`src/rtl/edge_to_level_if.sv`:
```
// Event link from an edge detector into edge_to_level, plus the rebuilt
// level and its status. The master drives events, the slave rebuilds the level.
interface edge_to_level_if;
    logic        rise;
    logic        down;
    logic        clr;
    logic        level;
    logic        busy;
    logic        pend;
    logic        err_dup;
    logic        err_both;
    logic        err_short;
    logic [15:0] toggle_cnt;

    modport master (
        output rise, down, clr,
        input  level, busy, pend, err_dup, err_both, err_short, toggle_cnt
    );

    modport slave (
        input  rise, down, clr,
        output level, busy, pend, err_dup, err_both, err_short, toggle_cnt
    );
endinterface

```
`src/rtl/edge_to_level.sv`:
```
// Rebuilds a level from rise/down event pulses. Every toggle is followed by
// a minimum hold time. One event arriving during a hold is queued and applied
// when the hold expires. Illegal sequences raise sticky error flags.
module edge_to_level #(
    parameter int MIN_HOLD   = 2,
    parameter int CNT_W      = 4,
    parameter bit INIT_LEVEL = 1'b0
) (
    input  logic            clk,
    input  logic            rst_n,
    edge_to_level_if.slave  bus
);

    typedef enum logic [1:0] {
        STEADY    = 2'd0,
        HOLD      = 2'd1,
        HOLD_PEND = 2'd2
    } state_t;

    // Counter value loaded on each toggle. It counts the cycles the new level
    // must stay put after the toggle cycle itself.
    localparam logic [CNT_W-1:0] HOLD_LOAD = CNT_W'(MIN_HOLD - 1);
    // With a one-cycle hold the counter is never loaded nonzero, so HOLD is skipped.
    localparam bit               LONG_HOLD = (MIN_HOLD > 1);

    if (MIN_HOLD < 1 || MIN_HOLD > (2 ** CNT_W)) begin : g_bad_hold
        $error("edge_to_level: MIN_HOLD must be within 1..2**CNT_W");
    end

    state_t           state_q, state_d;
    logic             level_q, level_d;
    logic [CNT_W-1:0] hold_q, hold_d, hold_dec;
    logic             pend_q, pend_d;
    logic             pend_lvl_q, pend_lvl_d;
    logic             err_dup_q, err_dup_d;
    logic             err_both_q, err_both_d;
    logic             err_short_q, err_short_d;
    logic [15:0]      toggle_q, toggle_d;

    logic target;
    logic single;
    logic both;
    logic legal;
    logic dup;
    logic cancel;

    // Classify the incoming pulse against the level the link is heading to.
    // A queued event already defines that level, so it is the reference.
    assign both     = bus.rise & bus.down;
    assign single   = bus.rise ^ bus.down;
    assign target   = pend_q ? pend_lvl_q : level_q;
    assign legal    = single & (bus.rise != target);
    assign dup      = single & (bus.rise == target);
    assign hold_dec = (hold_q != '0) ? hold_q - 1'b1 : '0;

    // State and datapath registers. Reset drops any queued event.
    always_ff @(posedge clk or negedge rst_n) begin
        if (!rst_n) begin
            state_q     <= STEADY;
            level_q     <= INIT_LEVEL;
            hold_q      <= '0;
            pend_q      <= 1'b0;
            pend_lvl_q  <= 1'b0;
            err_dup_q   <= 1'b0;
            err_both_q  <= 1'b0;
            err_short_q <= 1'b0;
            toggle_q    <= '0;
        end else begin
            state_q     <= state_d;
            level_q     <= level_d;
            hold_q      <= hold_d;
            pend_q      <= pend_d;
            pend_lvl_q  <= pend_lvl_d;
            err_dup_q   <= err_dup_d;
            err_both_q  <= err_both_d;
            err_short_q <= err_short_d;
            toggle_q    <= toggle_d;
        end
    end

    // Next-state logic: apply, queue, cancel or expire based on the hold state.
    always_comb begin
        state_d    = state_q;
        level_d    = level_q;
        hold_d     = hold_dec;
        pend_d     = pend_q;
        pend_lvl_d = pend_lvl_q;
        toggle_d   = toggle_q;
        cancel     = 1'b0;

        unique case (state_q)
            STEADY: begin
                // Nothing running: a legal pulse lands on the next edge.
                if (legal) begin
                    level_d  = bus.rise;
                    hold_d   = HOLD_LOAD;
                    toggle_d = toggle_q + 16'd1;
                    state_d  = LONG_HOLD ? HOLD : STEADY;
                end
            end

            HOLD: begin
                // Level is frozen: park a legal pulse until the hold runs out.
                if (legal) begin
                    pend_d     = 1'b1;
                    pend_lvl_d = bus.rise;
                    state_d    = HOLD_PEND;
                end else if (hold_dec == '0) begin
                    state_d = STEADY;
                end
            end

            HOLD_PEND: begin
                // An opposite pulse kills the queued one, and wins over expiry.
                if (legal) begin
                    pend_d  = 1'b0;
                    cancel  = 1'b1;
                    state_d = (hold_dec != '0) ? HOLD : STEADY;
                end else if (hold_q == '0) begin
                    level_d  = pend_lvl_q;
                    pend_d   = 1'b0;
                    hold_d   = HOLD_LOAD;
                    toggle_d = toggle_q + 16'd1;
                    state_d  = LONG_HOLD ? HOLD : STEADY;
                end
            end

            default: begin
                state_d = STEADY;
            end
        endcase

        // Sticky flags: clr drops them, but a fresh error in the same cycle wins.
        err_dup_d   = (err_dup_q   & ~bus.clr) | dup;
        err_both_d  = (err_both_q  & ~bus.clr) | both;
        err_short_d = (err_short_q & ~bus.clr) | cancel;
    end

    assign bus.level      = level_q;
    assign bus.busy       = (hold_q != '0);
    assign bus.pend       = pend_q;
    assign bus.err_dup    = err_dup_q;
    assign bus.err_both   = err_both_q;
    assign bus.err_short  = err_short_q;
    assign bus.toggle_cnt = toggle_q;

endmodule

```
`src/flat_wrapper.sv`:
```
// flat-port wrapper written by rule: the top's interface ports become plain ports
module edge_to_level_flat 
#(
    parameter int MIN_HOLD   = 2,
    parameter int CNT_W      = 4,
    parameter bit INIT_LEVEL = 1'b0
)
  (clk, rst_n, bus_rise, bus_down, bus_clr, bus_level, bus_busy, bus_pend, bus_err_dup, bus_err_both, bus_err_short, bus_toggle_cnt);
  edge_to_level_if bus_i ();
  input  logic clk;
  input  logic rst_n;
  input wire logic [$bits(bus_i.rise)-1:0] bus_rise;
  input wire logic [$bits(bus_i.down)-1:0] bus_down;
  input wire logic [$bits(bus_i.clr)-1:0] bus_clr;
  output wire logic [$bits(bus_i.level)-1:0] bus_level;
  output wire logic [$bits(bus_i.busy)-1:0] bus_busy;
  output wire logic [$bits(bus_i.pend)-1:0] bus_pend;
  output wire logic [$bits(bus_i.err_dup)-1:0] bus_err_dup;
  output wire logic [$bits(bus_i.err_both)-1:0] bus_err_both;
  output wire logic [$bits(bus_i.err_short)-1:0] bus_err_short;
  output wire logic [$bits(bus_i.toggle_cnt)-1:0] bus_toggle_cnt;
  assign bus_i.rise = bus_rise;
  assign bus_i.down = bus_down;
  assign bus_i.clr = bus_clr;
  assign bus_level = bus_i.level;
  assign bus_busy = bus_i.busy;
  assign bus_pend = bus_i.pend;
  assign bus_err_dup = bus_i.err_dup;
  assign bus_err_both = bus_i.err_both;
  assign bus_err_short = bus_i.err_short;
  assign bus_toggle_cnt = bus_i.toggle_cnt;
  edge_to_level #(.MIN_HOLD(MIN_HOLD), .CNT_W(CNT_W), .INIT_LEVEL(INIT_LEVEL)) u_core (.clk(clk), .rst_n(rst_n), .bus(bus_i));
endmodule
```
`config.mk`:
```
export PLATFORM = sky130hd
export DESIGN_NAME = edge_to_level_flat
export DESIGN_NICKNAME = d
export VERILOG_FILES = /design/src/rtl/edge_to_level_if.sv /design/src/rtl/edge_to_level.sv /design/src/flat_wrapper.sv
export SDC_FILE = /design/constraint.sdc
export NUM_CORES = 1
export LEC_CHECK = 0
export ABC_AREA = 1
export BUFFER_PORTS_ARGS = -buffer_cell sky130_fd_sc_hd__buf_2
export CAP_MARGIN = 25
export CORE_ASPECT_RATIO = 0.6
export CORE_MARGIN = 4
export CORE_UTILIZATION = 50
export CTS_BUF_LIST = sky130_fd_sc_hd__clkbuf_16
export DETAILED_ROUTE_END_ITERATION = 8
export GPL_TIMING_DRIVEN = 0
export PLACE_DENSITY = 0.83
export SLEW_MARGIN = 20
export SYNTH_ARGS = -nofsm -noshare
export SYNTH_HDL_FRONTEND = slang
export SYNTH_SLANG_ARGS = --single-unit
```
`constraint.sdc`:
```
create_clock -name clk -period 2 [get_ports clk]
set_input_delay 0.5 -clock clk [delete_from_list [all_inputs] [get_ports clk]]
set_output_delay 0.5 -clock clk [all_outputs]
set_load 0.05 [all_outputs]
```
==> results of run 1 <==
final cells by class:
cell class	instances	area [um2]
Inverter	27	101
Sequential cell	28	701
Clock buffer	3	75.1
Timing Repair Buffer	26	130
Multi-Input combinational cell	162	875
Clock inverter	1	3.75
Fill cell	301	1290
Tap cell	45	56.3
Buffer	2	26.3
metrics by stage:
step / power, mW / hold slack, ns / area (um2) / setup slack [ns] / instances
floorplan: 2.05 / 0.204 / 1700 / 0.156 / 219
global placement: 2.33 / 0.498 / 1890 / 0.110 / 290
detailed placement: 2.38 / 0.518 / 1890 / 0.0854 / 290
CTS: 2.85 / 0.277 / 1970 / 0.102 / 294
global route: 3.09 / 0.303 / 1970 / 0.00574 / 294
finish: 2.84 / 0.250 / 1970 / 0.0778 / 294
final timing paths:
check	from	endpoint	depth (start not counted)
setup / recovery	u_core.hold_q[0]	bus_busy	4
min in group clk	bus_clr	u_core.bus.err_both	2
setup reg to reg	u_core.hold_q[0]	u_core.bus.toggle_cnt[11]	9
hold / removal	rst_n	u_core.bus.pend	1
max in group asynchronous	rst_n	u_core.hold_q[3]	1
hold reg to reg	u_core.bus.err_both	u_core.bus.err_both	2
repair_timing:
item | 4_1_cts | 5_1_grt
endpoints found under the hold margin | 0 | 0
endpoints found under the setup margin | 0 | 1
resized for setup | 0 | 1
power breakdown:
| group | switching [mW] | leakage, nW | internal [mW] |
|---|---|---|---|
| Clock | 0.194 | 0.0385 | 0.268 |
| Sequential | 0.136 | 0.366 | 0.730 |
| Combinational | 1.07 | 0.623 | 0.444 |
| Total | 1.40 | 1.03 | 1.44 |
critical path: cells and delay by family (launching register included):
family / cells / cell delay (ns)
buf+inv: 2 / 0.44
flops: 1 / 0.37
fa+ha+maj: 1 / 0.20
simple gates: 1 / 0.15
state kept, by name, indices dropped and copies added, names as in the netlist:
register,flops
u_core.state_q,2
u_core.bus.err_short,1
u_core.bus.pend,1
u_core.bus.err_dup,1
u_core.bus.err_both,1
u_core.hold_q,4
u_core.bus.toggle_cnt,16
u_core.pend_lvl_q,1
u_core.bus.level,1
metal layers:
metal | wire length (um) | share of wire | up-vias | global-route usage
li1 | - | - | 753 | -
met1 | 1850 | 0.51 | 688 | 0.261
met2 | 1540 | 0.42 | 37 | 0.291
met3 | 244 | 0.067 | 4 | 0.0451
met4 | 19 | 0.0052 | 0 | 0.0326
met5 | 0 | 0 | - | 0
kinds of logic after synthesis:
| group | share of synthesized area |
|---|---|
| adders and majority gates | 0.0588 |
| buffers and inverters | 0.0749 |
| and+or+nand+nor | 0.355 |
| AOI/OAI and AO/OA | 0.0492 |
| xor gates and xnor gates | 0.0507 |
| DFF | 0.411 |
cell usage in the layout (no fill, tap or decap), types with 2 or more instances in the layout:
| cell | count |
|---|---|
| nand2_1 | 75 |
| nor3_1 | 3 |
| nor2_1 | 19 |
| inv_1 | 26 |
| xor2_1 | 4 |
| nand3b_1 | 5 |
| nand3_2 | 3 |
| nand3_1 | 18 |
| o21ai_0 | 9 |
| xnor2_1 | 4 |
| ha_1 | 8 |
| dfrtp_1 | 28 |
| buf_2 | 26 |
| o21ai_1 | 3 |
| nand2_4 | 2 |
| clkbuf_16 | 3 |
| a21oi_1 | 2 |
==> run metrics, run 1 <==
final net count=263; CP max-delay cell=dfrtp_1; DP HPWL=roughly 2800 um; Clock Latency Late Sink=0.26 ns; CTS Hold Buffers Added=0; Setup TNS=0 ns; DRC viols=0; drt first pass iters=4; # clock sinks=28; 1st-iter DRT viols=107; top post-synthesis cells by count=nand2_1, dfrtp_1, inv_1, nor2_1, nand3_1; Mapped Nets=232; Critical Path RT=1.50 ns; clk slew on worst S/H paths=around 0.07 ns; Final Util=0.603; initial antenna violation count=0; Pleak=roughly 1 nW; actual slew at the worst max-slew pin=0.635 ns; top_reg_cell synth=dfrtp_1; setup slack, reg-to-reg=0.21 ns; Seq/Total Area, Yosys=0.411; ANT cells=0; clk_skew=0.00470 ns; Longest Clk Path Bufs=2; port bufs=26; WL final=~3700 um; final worst-path cycle share=0.961; max-cap viol count=0; clk root buf=clkbuf_16; layout cells sized above 1=0.165; Synth Register Bits=28; status=complete, no violations; Worst Setup Start Kind=flip-flop; total grt overflow=0; Mapped Area=around 0.0017 mm2; H-Tree Depth=1; Die Ht=~53 um; gpl congestion=0.861; HP Class=input pin to asynchronous set/reset pin; Via Count=1,482; Initial Util=0.522; Crit path largest cell delay=0.37 ns; EDFF count, synth=0; Cell Pwr Density=roughly 1400 mW/mm2; largest net degree at the start of global routing=29; leading area contributor after synthesis=dfrtp_1; Ports=27; number of buffers created by CTS=3; Layout area overhead=15.6%; overall routing resource usage=0.184; Yosys Warn Count=0; CP Max Fanout=7; Crit Path Category=flip-flop to primary output; Post-CTS Setup Inserts=0; syn avg cell area=between 7 and 8 um2; Core Box Area=0.00326 mm2; Area contributors post-synth=dfrtp_1, nand2_1, inv_1, ha_1, nand3_1; cell row count=16; RSZ-0062 raised after global routing=false; Tmin final=slightly below 2 ns; final hold viol count=0; peak supply drop=0.926 mV; first-pass GRT wire length=~6500 um; wire per inst=12.4 um; ys async rst share=1.00; die footprint=0.00443 mm2; CTS tree=built; top cell type's share of synthesized area=0.411; Setup crit end kind=primary output; highest clock rate=around 520 MHz; Slew Limit Fails=0; top-count cell post-synth=nand2_1; Synth cell types=24; final setup fails=0; Data arrival, critical path=1.42 ns; normalized max-slew margin=0.577; routed vias/inst=5.04; worst-path cell chain=inv_1 -> ha_1 -> nand3_2 -> buf_2; Chip Width=~83 um; Detail Route Antenna Nets=0; Mapped Cells=219; number of global-route vias before repair=1,400
(Power assumes the default switching activity.)
==> run 2, diff against run 1 <==
--- a/config.mk
+++ b/config.mk
@@ -6,7 +6,7 @@
 export NUM_CORES = 1
 export LEC_CHECK = 0
 export ABC_AREA = 1
-export BUFFER_PORTS_ARGS = -buffer_cell sky130_fd_sc_hd__buf_2
+export BUFFER_PORTS_ARGS = -buffer_cell sky130_fd_sc_hd__buf_4
 export CAP_MARGIN = 25
 export CORE_ASPECT_RATIO = 0.6
 export CORE_MARGIN = 4
==> run 2 against run 1 <==
Sequential power grew 1%; sequential cell count is the same; critical path type unchanged; die area is the same; via count shrank 0.34%; maximum frequency grew 2.5%; critical path depth is the same; cell count shrank 0.34%; wire length grew 0.96%; combinational power grew 5%.
==> run metrics, run 2 (synthesis gave the netlist of run 1 again) <==
final worst-path cycle share=0.938 (-0.0234); CP Max Fanout=7 (unchanged); Setup crit end kind=primary output; Data arrival, critical path=1.38 ns (-0.04 ns); highest clock rate=533 MHz (+2.5%); die footprint=0.00443 mm2 (unchanged); DRC viols=0 (unchanged); peak supply drop=0.971 mV (+4.8%); drt first pass iters=4 (unchanged); Initial Util=0.522 (unchanged); Ports=27 (unchanged); Pleak=1.03 nW (+0.70%); CTS Hold Buffers Added=0 (unchanged); Layout area overhead=19.2%; number of global-route vias before repair=1,449 (+3.5%); busiest layer in global routing=met2; net switching power=1.40 mW (about the same); gpl congestion=0.890 (+3.4%); H-Tree Depth=1 (unchanged); cell row count=16 (unchanged); final hold viol count=0 (unchanged); number of buffers created by CTS=3 (unchanged); met3 Usage GRT=0.0498 (+0.00467); total grt overflow=0 (unchanged); ANT cells=0 (unchanged); # clock sinks=28 (unchanged); overall routing resource usage=0.182 (-0.00246); Tmin final=1.88 ns (-0.0468 ns); Longest Clk Path Bufs=2 (unchanged); normalized max-slew margin=0.756 (+0.179); WL final=3690 um (+0.96%); largest net degree at the start of global routing=29 (unchanged); DP Area=0.00195 mm2 (+3.4%); Setup TNS=0 ns (unchanged); RSZ-0062 raised after global routing=false; Die Ht=53.2 um (unchanged); Crit Path Category=flip-flop to primary output; GR Util met2=0.303 (+0.0120); routed vias/inst=5.04 (about the same); final instance area=0.00203 mm2 (+3.1%); Slew Limit Fails=0 (unchanged); Post-CTS Setup Inserts=0 (unchanged); PostCTS Resize Cnt=0 (unchanged); status=complete, no violations; wire per inst=12.6 um (+1.3%); commonest non-fill, non-tap cell in the layout=nand2_1; port bufs=26 (unchanged); fillers=302 (+0.33%); Clock Latency Late Sink=0.26 ns (about the same); Detail Route Antenna Nets=0 (unchanged); Largest register FFs=16 (unchanged); HP Class=input pin to asynchronous set/reset pin; final net count=263 (unchanged); grt met1 use=0.242 (-0.0190); Clk pwr share=0.152 (-0.011); internal power=1.50 mW (+3.8%); 1st-iter DRT viols=89 (-17%); initial antenna violation count=0 (unchanged); Chip Width=83.3 um (unchanged); Via Count=1,477 (-0.34%); first-pass GRT wire length=6350 um (-2.0%); final setup fails=0 (unchanged); Switching Share=0.483 (-0.00959); max-cap viol count=0 (unchanged); DP HPWL=2800 um (+1.0%); Worst Setup Start Kind=flip-flop; clk slew on worst S/H paths=0.06 ns (about the same); actual slew at the worst max-slew pin=0.363 ns (-0.272 ns); Reg power frac=0.303 (-0.002); highest-count cells in the layout ignoring fill and taps=nand2_1, dfrtp_1, inv_1, buf_4, nor2_1; clk root buf=clkbuf_16; CTS tree=built; Critical Path RT=1.50 ns (about the same); clk_skew=0.00307 ns (-0.00163 ns); Core Box Area=0.00326 mm2 (unchanged); layout cells sized above 1=0.165 (+0.000664); logic gate share of total power=0.545 (+0.013); Cell Pwr Density=1430 mW/mm2 (-1.2%)
run 2: changes by cell type in the layout (fill, tap and decap cells not counted):
cell / delta
buf_2: -26
clkinv_1: -1
buf_4: +26
run 2: critical path, cell delays in order, from the launching register on:
cell and delay (ns):
dfrtp_1 0.36, inv_1 0.17, ha_1 0.19, nand3_2 0.16, buf_4 0.24
run 2: area by class of cell:
type                    instances  area, um2  area share
clock buffers                   3       75.1      0.0370
inverters                      27        101      0.0499
flip-flops and latches         28        701       0.345
well taps                      45       56.3      0.0277
multi-input cells             162        875       0.431
repair buffers                 26        195      0.0962
plain buffers                   2       26.3      0.0129
run 2: metrics by stage:
stage	utilization	hold slack (ns)	instances	power [mW]	worst slack [ns]
after detailed placement	0.599	0.442	290	2.47	0.0692
after global placement	0.599	0.443	290	2.40	0.101
after CTS	0.622	0.160	293	2.91	0.139
after floorplan	-	0.204	219	2.05	0.156
after global routing	0.622	0.181	293	3.13	0.0252
final	0.622	0.143	293	2.90	0.125
run 2: per-layer routing:
| metal | wire (um) | share of wire |
|---|---|---|
| met5 | 0 | 0 |
| met3 | 169 | 0.046 |
| met1 | 1850 | 0.50 |
| met2 | 1670 | 0.45 |
| met4 | 13 | 0.0035 |
run 2: path summary, 6_finish.rpt:
check	from	to	slack (ns)	cells after the start
hold reg to reg	u_core.bus.err_both	u_core.bus.err_both	0.52	2
setup / recovery	u_core.hold_q[0]	bus_busy	0.12	4
setup reg to reg	u_core.hold_q[0]	u_core.bus.toggle_cnt[6]	0.21	9
max in group asynchronous	rst_n	u_core.bus.toggle_cnt[0]	1.58	1
hold / removal	rst_n	u_core.bus.err_dup	0.14	1
min in group clk	bus_clr	u_core.bus.err_both	0.44	2
run 2: power by group through the flow:
stage / clock [mW] / sequential [mW] / combinational, mW
CTS: 0.450 / 0.876 / 1.58
detailed placement: 0 / 0.883 / 1.58
global placement: 0 / 0.876 / 1.52
floorplan: 0 / 1.16 / 0.888
global route: 0.478 / 0.900 / 1.75
finish: 0.442 / 0.877 / 1.58
==> run 3, diff against run 2 <==
--- a/config.mk
+++ b/config.mk
@@ -5,16 +5,15 @@
 export SDC_FILE = /design/constraint.sdc
 export NUM_CORES = 1
 export LEC_CHECK = 0
-export ABC_AREA = 1
+export ABC_AREA = 0
 export BUFFER_PORTS_ARGS = -buffer_cell sky130_fd_sc_hd__buf_4
 export CAP_MARGIN = 25
 export CORE_ASPECT_RATIO = 0.6
 export CORE_MARGIN = 4
 export CORE_UTILIZATION = 50
-export CTS_BUF_LIST = sky130_fd_sc_hd__clkbuf_16
 export DETAILED_ROUTE_END_ITERATION = 8
 export GPL_TIMING_DRIVEN = 0
-export PLACE_DENSITY = 0.83
+export PLACE_DENSITY = 0.84
 export SLEW_MARGIN = 20
 export SYNTH_ARGS = -nofsm -noshare
 export SYNTH_HDL_FRONTEND = slang
==> run 3 against run 2 <==
The flow now finishes with violations (negative setup slack); register-to-register slack worse by 0.28 ns; critical path depth grew 1; area after synthesis fell by 12%; via count is 20% lower; setup slack got worse by 0.20 ns; sequential cell count stayed put; sequential power is 2.5% higher; clock skew rose by 0.0056 ns; maximum frequency fell by 9.4%; synthesized cell count fell by 39%; cell count shrank 25%; combinational power is 11% higher; critical path type is now flip-flop to flip-flop; highest routed layer unchanged.
==> run metrics, run 3 <==
Synth Register Bits=28 (unchanged); final setup fails=4 (+4); FF-to-FF path depth=5 (-4); crit path buf inv count=1 (-1); die footprint=0.00395 mm2 (-11%); port bufs=26 (unchanged); Seq/Total Area, Yosys=0.470 (+0.0583); syn avg cell area=11.2 um2 (+44%); Yosys Warn Count=0 (unchanged); top_reg_cell synth=dfrtp_1; Detail Route Antenna Nets=0 (unchanged); Via Count=1,184 (-20%); actual slew at the worst max-slew pin=0.457 ns (+0.0942 ns); Crit path top cell by count=mux2i_4; Clk pwr share=0.144 (-0.008); first-pass GRT wire length=5780 um (-9.0%); clk slew on worst S/H paths=0.10 ns (+0.04 ns); commonest non-fill, non-tap cell in the layout=buf_4; logic gate share of total power=0.566 (+0.021); Setup crit end kind=flip-flop; CTS tree=built; leading area contributor after synthesis=dfrtp_1; number of buffers created by CTS=3 (unchanged); CP top delay family=multiplexers; CP max-delay cell=mux2i_4; highest clock rate=483 MHz (-9.4%); Ports=27 (unchanged); gpl congestion=0.793 (-11%); top post-synthesis cells by count=dfrtp_1, xor2_1, nand2_1, nor2_1, ha_1; H-Tree Depth=1 (unchanged); final net count=193 (-27%); initial antenna violation count=0 (unchanged); failing checks=negative setup slack; fillers=205 (-32%); Synth Area in Compound Gates=0.0596 (+0.0103); Final Util=0.730 (+0.108); Data arrival, critical path=2.25 ns (+0.87 ns); final worst-path cycle share=1.04 (+0.0979); Cell Pwr Density=1490 mW/mm2 (+4.6%); Pwr Total=3.11 mW (+7.4%); HP Class=input pin to asynchronous set/reset pin; CTS Hold Buffers Added=0 (unchanged); Layout area overhead=39.7%; largest net degree at the start of global routing=29 (unchanged); internal power=1.76 mW (+18%); 1st-iter DRT viols=44 (-51%); setup slack, reg-to-reg=-0.07 ns (-0.28 ns); Switching Share=0.432 (-0.0506); DP HPWL=2130 um (-24%); Clock Latency Late Sink=0.28 ns (+0.02 ns); multi-input logic area=893 um2 (+2.1%); main combinational cell family by area after synthesis=simple AND/OR/NAND/NOR gates; Mapped Cells=133 (-39%); net switching power=1.34 mW (-3.9%); overall routing resource usage=0.189 (+0.00708); Longest Clk Path Bufs=2 (unchanged); status=complete, but fails checks; Slew Limit Fails=0 (unchanged); normalized max-slew margin=0.695 (-0.0618); Worst Setup Start Kind=flip-flop; drt first pass iters=4 (unchanged); total area of sequential cells=702 um2 (+0.18%); Worst R2R End=u_core.bus.toggle_cnt[1]; worst-path cell chain=mux2i_4 -> mux2i_4 -> mux2i_4 -> buf_6 -> mux2_4; total grt overflow=0 (unchanged); number of global-route vias before repair=1,199 (-17%); post-synthesis mux area share=0.0822 (+0.0822); Core Box Area=0.00285 mm2 (-13%); EDFF count, synth=0 (unchanged); post-synthesis xor/xnor area fraction=0.0998 (+0.0491); Synth cell types=35 (+46%); Crit Path Category=flip-flop to flip-flop; # clock sinks=28 (unchanged); Area contributors post-synth=dfrtp_1, xor2_1, ha_1, mux2i_4, nand3_1; clk_skew=0.00863 ns (+0.00555 ns); clk root buf=clkbuf_8; Pleak=1.05 nW (+1.3%); wire per inst=15.9 um (+26%); Initial Util=0.523 (+0.000951); WL final=3510 um (-4.9%); routed vias/inst=5.36 (+6.3%); Largest register FFs=16 (unchanged); area share of and/or/nand/nor cells after synthesis=0.199 (-0.156); DRC viols=0 (unchanged); reg2reg start=u_core.bus.pend; Reg power frac=0.289 (-0.014); Tmin final=2.07 ns (+0.196 ns); final hold viol count=0 (unchanged); Critical Path RT=2.17 ns (+0.67 ns); layout cells sized above 1=0.430 (+0.265); peak supply drop=0.992 mV (+2.3%); Crit path largest cell delay=0.43 ns (+0.07 ns); top cell type's share of synthesized area=0.470 (+0.0583); Chip Width=78.5 um (-5.8%); highest-count cells in the layout ignoring fill and taps=buf_4, dfrtp_1, xor2_1, nand2_1; RSZ-0062 raised after global routing=true; Mapped Area=0.00149 mm2 (-12%); max-cap viol count=0 (unchanged); cell row count=15 (-1); Post-Synth Adder-Cell Area=0.0671 (+0.00833); final setup margin=-0.0712 ns (-0.196 ns); ANT cells=0 (unchanged); Die Ht=50.3 um (-5.5%); top-count cell post-synth=dfrtp_1; Mapped Nets=146 (-37%); CP Max Fanout=6 (-1); ys async rst share=1.00 (unchanged)
## run 3: cell types whose count changed after synthesis, sizes merged, moves of 4 or more
cell	before	now
inv	27	6
mux2i	0	6
nand2	77	9
nand3	22	7
nand3b	5	0
nor2	20	9
nor4	0	4
o21ai	12	3
xor2	5	14
## run 3: metal layers
metal,GRT usage,vias up,share of wire
li1,-,565,-
met1,0.248,575,0.47
met2,0.317,40,0.46
met3,0.0538,4,0.062
met4,0.0320,0,0.0091
met5,0,-,0
## run 3: logic make-up after synthesis
| family | count (synthesis) |
|---|---|
| AO/OA/AOI/OAI | 13 |
| XOR/XNOR | 17 |
| flip-flops | 28 |
| adder cells (fa/ha/maj) | 8 |
| multiplexers | 9 |
| AND/OR/NAND/NOR | 50 |
| buffers and inverters | 8 |
## run 3: final cells by class
type,instances,share of cell area
Buffer,1,0.00541
Clock buffer,3,0.0198
Clock inverter,1,0.0144
Inverter,6,0.0108
Multi-Input combinational cell,98,0.429
Sequential cell,28,0.337
Tap cell,42,0.0252
Timing Repair Buffer,42,0.159
## run 3: how the worst max path moves through the flow
stage                                start                   endpoint  slack (ns)  cells past startpoint
final                      u_core.bus.pend   u_core.bus.toggle_cnt[1]       -0.07                      5
after global routing      u_core.hold_q[0]   u_core.bus.toggle_cnt[8]       -0.15                      9
after CTS                 u_core.hold_q[0]  u_core.bus.toggle_cnt[15]      -0.008                      8
after detailed placement          bus_rise   u_core.bus.toggle_cnt[1]       -0.42                      7
after global placement            bus_rise   u_core.bus.toggle_cnt[1]       -0.39                      7
after floorplan           u_core.hold_q[0]  u_core.bus.toggle_cnt[12]       -0.19                      8
## run 3: worst register-to-register path, stage by stage, from the launching register on
cell	delay, ns
dfrtp_2	0.41
mux2i_4	0.29
mux2i_4	0.34
mux2i_4	0.44
buf_6	0.20
mux2_4	0.30
## run 3: what timing repair did
action                                  in CTS  in global routing
endpoints found under the hold margin        0                  0
endpoints found under the setup margin      15                 18
pin swaps                                    3                 11
gates resized for setup                     16                 13
cloned                                       2                  0
setup buffers                                9                  6
## run 3: power groups by stage
| stage | registers [mW] | logic (mW) | clock network (mW) |
|---|---|---|---|
| floorplan | 1.15 | 0.781 | 0 |
| global placement | 0.896 | 1.30 | 0 |
| detailed placement | 0.909 | 1.35 | 0 |
| CTS | 0.892 | 1.56 | 0.453 |
| global route | 0.922 | 1.87 | 0.483 |
| finish | 0.899 | 1.76 | 0.449 |
## run 3: per-stage QoR
| step | instance area, um2 | setup slack [ns] | TNS (ns) | hold WS (ns) | cells |
|---|---|---|---|---|---|
| after floorplan | 1510 | -0.191 | -2.09 | 0.204 | 133 |
| after global placement | 1760 | -0.393 | -3.82 | 0.437 | 201 |
| after detailed placement | 1760 | -0.422 | -4.67 | 0.440 | 201 |
| after CTS | 1980 | -0.00805 | -0.0153 | 0.135 | 215 |
| after global routing | 2080 | -0.151 | -1.15 | 0.146 | 221 |
| final | 2080 | -0.0712 | -0.123 | 0.125 | 221 |
